==> src/rtl/mult_rr_arbiter.sv <==
// Round-robin front end sharing one pipelined 16x16 multiplier
// between two requesters, with a tag pipeline to route products back.
module mult_rr_arbiter #(
  parameter int MULT_LAT = 2,
  parameter int CNT_W    = 16
) (
  input  logic             clk,
  input  logic             rst,
  input  logic             a_valid,
  output logic             a_ready,
  input  logic [15:0]      a_x,
  input  logic [15:0]      a_y,
  output logic [31:0]      a_p,
  output logic             a_p_valid,
  input  logic             b_valid,
  output logic             b_ready,
  input  logic [15:0]      b_x,
  input  logic [15:0]      b_y,
  output logic [31:0]      b_p,
  output logic             b_p_valid,
  output logic [15:0]      mul_x,
  output logic [15:0]      mul_y,
  input  logic [31:0]      mul_p,
  output logic [3:0]       inflight,
  output logic [CNT_W-1:0] a_done_cnt,
  output logic [CNT_W-1:0] b_done_cnt
);

  localparam logic ID_A = 1'b0;
  localparam logic ID_B = 1'b1;

  typedef struct packed {
    logic vld;
    logic id;
  } tag_t;

  // One stage beyond MULT_LAT so the last tag lines up with mul_p.
  tag_t             r_tag [MULT_LAT+1];
  logic             r_last_grant;
  logic [15:0]      r_mul_x;
  logic [15:0]      r_mul_y;
  logic [31:0]      r_a_p;
  logic [31:0]      r_b_p;
  logic             r_a_p_valid;
  logic             r_b_p_valid;
  logic [3:0]       r_inflight;
  logic [CNT_W-1:0] r_a_cnt;
  logic [CNT_W-1:0] r_b_cnt;

  logic             w_a_ready;
  logic             w_b_ready;
  logic             w_issue;
  logic             w_issue_id;
  logic             w_dlv;
  logic             w_dlv_a;
  logic             w_dlv_b;
  logic [3:0]       w_inflight_nxt;

  always_comb begin
    w_a_ready = 1'b0;
    w_b_ready = 1'b0;
    if (!rst) begin
      case ({a_valid, b_valid})
        2'b10: w_a_ready = 1'b1;
        2'b01: w_b_ready = 1'b1;
        2'b11: begin
          if (r_last_grant == ID_B) begin
            w_a_ready = 1'b1;
          end else begin
            w_b_ready = 1'b1;
          end
        end
        default: ;
      endcase
    end
  end

  assign w_issue    = w_a_ready | w_b_ready;
  assign w_issue_id = w_b_ready ? ID_B : ID_A;

  assign w_dlv   = r_tag[MULT_LAT].vld;
  assign w_dlv_a = w_dlv && (r_tag[MULT_LAT].id == ID_A);
  assign w_dlv_b = w_dlv && (r_tag[MULT_LAT].id == ID_B);

  always_comb begin
    w_inflight_nxt = r_inflight;
    case ({w_issue, w_dlv})
      2'b10: w_inflight_nxt = r_inflight + 4'd1;
      2'b01: begin
        if (r_inflight != 4'd0) begin
          w_inflight_nxt = r_inflight - 4'd1;
        end
      end
      default: ;
    endcase
  end

  always_ff @(posedge clk) begin
    if (rst) begin
      for (int k = 0; k <= MULT_LAT; k++) begin
        r_tag[k] <= '0;
      end
      r_last_grant <= ID_B;
      r_mul_x      <= '0;
      r_mul_y      <= '0;
      r_a_p        <= '0;
      r_b_p        <= '0;
      r_a_p_valid  <= 1'b0;
      r_b_p_valid  <= 1'b0;
      r_inflight   <= '0;
      r_a_cnt      <= '0;
      r_b_cnt      <= '0;
    end else begin
      r_tag[0].vld <= w_issue;
      r_tag[0].id  <= w_issue_id;
      for (int k = 1; k <= MULT_LAT; k++) begin
        r_tag[k] <= r_tag[k-1];
      end

      if (w_issue) begin
        r_last_grant <= w_issue_id;
        r_mul_x      <= w_b_ready ? b_x : a_x;
        r_mul_y      <= w_b_ready ? b_y : a_y;
      end

      r_a_p_valid <= w_dlv_a;
      r_b_p_valid <= w_dlv_b;
      if (w_dlv_a) begin
        r_a_p   <= mul_p;
        r_a_cnt <= r_a_cnt + CNT_W'(1);
      end
      if (w_dlv_b) begin
        r_b_p   <= mul_p;
        r_b_cnt <= r_b_cnt + CNT_W'(1);
      end

      r_inflight <= w_inflight_nxt;
    end
  end

  assign a_ready    = w_a_ready;
  assign b_ready    = w_b_ready;
  assign a_p        = r_a_p;
  assign b_p        = r_b_p;
  assign a_p_valid  = r_a_p_valid;
  assign b_p_valid  = r_b_p_valid;
  assign mul_x      = r_mul_x;
  assign mul_y      = r_mul_y;
  assign inflight   = r_inflight;
  assign a_done_cnt = r_a_cnt;
  assign b_done_cnt = r_b_cnt;

endmodule

==> config.mk <==
export PLATFORM = sky130hd
export DESIGN_NAME = mult_rr_arbiter
export DESIGN_NICKNAME = d
export VERILOG_FILES = /design/src/rtl/mult_rr_arbiter.sv
export SDC_FILE = /design/constraint.sdc
export NUM_CORES = 1
export LEC_CHECK = 0
export ABC_AREA = 0
export CORE_MARGIN = 2
export CORE_UTILIZATION = 39
export CTS_CLUSTER_DIAMETER = 30
export CTS_CLUSTER_SIZE = 20
export DETAILED_ROUTE_END_ITERATION = 8
export GPL_TIMING_DRIVEN = 0
export HOLD_SLACK_MARGIN = 0.05
export MAX_ROUTING_LAYER = met4
export PLACE_DENSITY = 0.79
export RECOVER_POWER = 25
export SLEW_MARGIN = 20
export SYNTH_ARGS = -nofsm -noshare
export SYNTH_HDL_FRONTEND = slang
export SYNTH_SLANG_ARGS = --single-unit
==> constraint.sdc <==
create_clock -name clk -period 2.6 [get_ports clk]
set_clock_uncertainty 0.15 [all_clocks]
set_input_delay 0.52 -clock clk [delete_from_list [all_inputs] [get_ports clk]]
set_output_delay 0.52 -clock clk [all_outputs]
set_load 0.01 [all_outputs]
==> results by group <==
Floorplan
  • Core area: 0.0140 mm²
  • Row count: 43
  • DIE HEIGHT: 124 µm
  • Initial Util: 0.402
  • I/O pins: 236
  • Width of the die: 124 µm
  • Die footprint: 0.0154 mm²

Layout
  • Synth-to-Final Area Change: 57.2%
  • Finished Core Util: 0.632
  • Fraction of layout cells with a size suffix above 1: 0.0491
  • Design Area, Final: 0.00884 mm²
  • Final nets: 1009
  • Antenna cells: 0

Timing
  • Fmax: 397 MHz
  • Worst rel slew slack: 0.565
  • Hold Vio Cnt, Final: 0
  • Least-Margin Pin Slew: 0.653 ns
  • RSZ-0062 raised after global routing: no
  • Final WS setup: 0.0798 ns
  • Minimum clock period after layout: 2.52 ns
  • Max-slew violations: 0
  • Fin Hold WS: 0.284 ns
  • Final setup fails: 0
  • Setup_tns: 0 ns
  • Period utilization: 0.969

Critical path
  • Crit path kind: input port to primary output
  • Critical Path Slowest Stage Cell: clkdlybuf4s50_1
  • Critical R2R Capture: inflight[3]
  • Crit path max fanout: 10
  • Reg2reg start: r_tag[0][5]
  • Critical path endpoint category: primary output
  • CP Capture Point: b_ready
  • Cell Chain, Critical Path: clkdlybuf4s50_1 > nand3b_1 > buf_4 > buf_8 > inv_1 > dlygate4sd2_1
  • Crit path launch type: input port
  • CP startpoint: b_valid
  • WP buf/inv: 5
  • CP Depth: 6
  • WP data required: 1.93 ns
  • Max incr delay on CP: 0.56 ns
  • R2R setup slack: 0.25 ns
  • Worst EP arrival: 1.85 ns
  • Worst reg2reg path depth: 8
  • Cell family with most CP delay: buffers and inverters

Power and ir drop
  • P_leak: 3.29 nW
  • VDD IR max: 0.000561 V
  • PwrDens: 615 mW/mm²

Logic synthesis
  • Count leader, synth: nand2_1
  • Syn nets: 756
  • Synth top cells by count: nand2_1, dfxtp_1, a21oi_1, o21ai_0, nand3b_1
  • Post-synthesis mux area share: 0.0589
  • Post-Synth Simple-Gate Area: 0.237
  • Yosys reg bits: 141
  • Synthesized area: 0.00563 mm²
  • Area leader, netlist: dfxtp_1
  • Syn avg cell area: 8.64 µm²
  • Sequential share of the synthesized area: 0.502
  • Cell variety after synth: 44
  • Area share of the largest cell type after synthesis: 0.502
  • XOR/XNOR Fraction of Synth Area: 0.0358
  • Largest family of logic cells by synthesized area: simple AND/OR/NAND/NOR gates
  • EDFF count, synth: 0
  • Ys flop type: dfxtp_1
  • Adder-Cell Fraction of Synth Area: 0.0125
  • Cells after Synth: 651
  • Yosys warning count: 0
  • Compound-Gate Fraction of Synth Area: 0.113
  • Synth area leaders: dfxtp_1, nand2_1, a21oi_1
  • Async set or reset register ratio after synthesis: 0

Clock tree
  • Clk Latency, worst-skew pair: 0.42 ns
  • Clock Pin Slew Worst Setup and Hold Paths: 0.06 ns
  • Clock sinks: 141
  • Hold_buf cts: 0
  • Clock buffer depth: 2
  • CTS H-tree depth: 4
  • Total CTS buffers: 17
  • CTS root buf: clkbuf_16
  • TritonCTS clock tree: built

GRT
  • GRT Util Overall: 0.224
  • Global route total overflow: 0
  • Initial antenna violation count: 0
  • First-pass GRT wire length: 25800 µm
  • Vias in the first global route: 5030
  • Maximum number of pins on one net before global-route repair: 17

Placed design
  • Post-Place Worst Slack: -0.777 ns
  • Placed cell areas: 0.00819 mm²
  • Port bufs: 234
  • HPWL after DPL: 12300 µm
  • Final Wtd Congestion: 0.831

Hold path
  • Hold Path Class: flip-flop to flip-flop

Drt
  • Total routed wirelength: 16700 µm
  • DR pass1 iterations: 4
  • Antenna-violating nets left: 0
  • Detailed Route Iter0 Violations: 332
  • Routed WL per cell: 15.2 µm
  • Vias: 5438
  • DRC Markers: 0
  • Vias per cell: 4.96

Flow run
  • Max-capacitance violation count: 0

Outcome
  • Status: finished, final reports clean
==> worst min path at each step <==
stage	slack, ns	from	end	depth (start not counted)
final	0.28	r_tag[0][0]	r_tag[0][2]	1
after CTS	0.28	r_tag[0][0]	r_tag[0][2]	1
after global routing	0.31	r_tag[0][0]	r_tag[0][2]	1
after global placement	0.27	r_tag[0][3]	r_tag[0][5]	1
after floorplan	0.26	r_tag[0][0]	r_tag[0][2]	1
after detailed placement	0.27	r_tag[0][0]	r_tag[0][2]	1
==> report_power, final <==
part / total [W] / switching (W) / leakage, nW / internal [W]
logic: 0.000576 / 0.000242 / 1.85 / 0.000334
clock network: 0.00259 / 0.000934 / 0.289 / 0.00165
registers: 0.00228 / 0.0000411 / 1.15 / 0.00224
total: 0.00544 / 0.00122 / 3.29 / 0.00422
==> metal layers <==
metal	wire (µm)	vias up	global-route usage
met5	0	-	-
met4	259	0	0.0702
met3	1000	27	0.0659
met2	8280	167	0.359
met1	7140	2534	0.272
li1	-	2710	-
==> cells in the final DEF (no fill, tap or decap), drive strengths merged, types with 6 or more instances in the layout <==
master / Yosys / routed
nand3b: 34 / 34
dfxtp: 141 / 141
nor3: 7 / 7
xor2: 13 / 13
xnor2: 10 / 10
nor2: 28 / 28
o21ai: 39 / 39
inv: 8 / 8
nor2b: 8 / 8
nand3: 10 / 10
clkdlybuf4s50: 0 / 231
buf: 19 / 8
a21oi: 77 / 77
clkbuf: 26 / 59
nand4: 9 / 9
and4: 6 / 6
nand2: 149 / 149
mux2i: 32 / 32
==> what timing repair did <==
action	CTS	global route
endpoints found under the setup margin	2	3
setup buffers	0	0
pin swaps	0	1
gates resized for setup	9	4
==> sequential cells by signal (all words and copies together), names as in the netlist, 4 cells and up <==
register	cells
a_done_cnt	16
a_p	32
b_done_cnt	16
b_p	32
inflight	4
mul_x	16
mul_y	16
r_tag	6
==> layout make-up <==
| class | count | area (µm²) |
|---|---|---|
| inverters | 8 | 30.0 |
| plain buffers | 45 | 204 |
| clock buffers | 22 | 464 |
| fillers | 1210 | 5140 |
| flip-flops and latches | 141 | 2820 |
| repair buffers | 234 | 2350 |
| clock inverters | 10 | 163 |
| well taps | 180 | 225 |
| multi-input cells | 457 | 2590 |
==> cell families (layout without fill, tap and decap cells) <==
kind of cell	count (synthesis)	after routing
adder cells (fa/ha/maj)	5	5
AO/OA/AOI/OAI	123	123
buffers and inverters	53	319
flip-flops	141	141
XOR/XNOR	23	23
AND/OR/NAND/NOR	273	273
multiplexers	33	33
==> worst register-to-register path, stage by stage (launching register included) <==
cell and delay, ns:
dfxtp_1 0.43, clkbuf_1 0.38, nand2_1 0.19, inv_1 0.11, ha_1 0.23, a21o_1 0.19
a21oi_2 0.19, a21oi_1 0.06, a311o_1 0.31
==> through the flow <==
stage / cells / total power [W]
4_1_cts: 1097 / 0.00547
2_1_floorplan: 651 / 0.00254
5_1_grt: 1097 / 0.00560
6_report: 1097 / 0.00544
3_5_place_dp: 1065 / 0.00290
3_3_place_gp: 1065 / 0.00289
(Power assumes the default switching activity.)
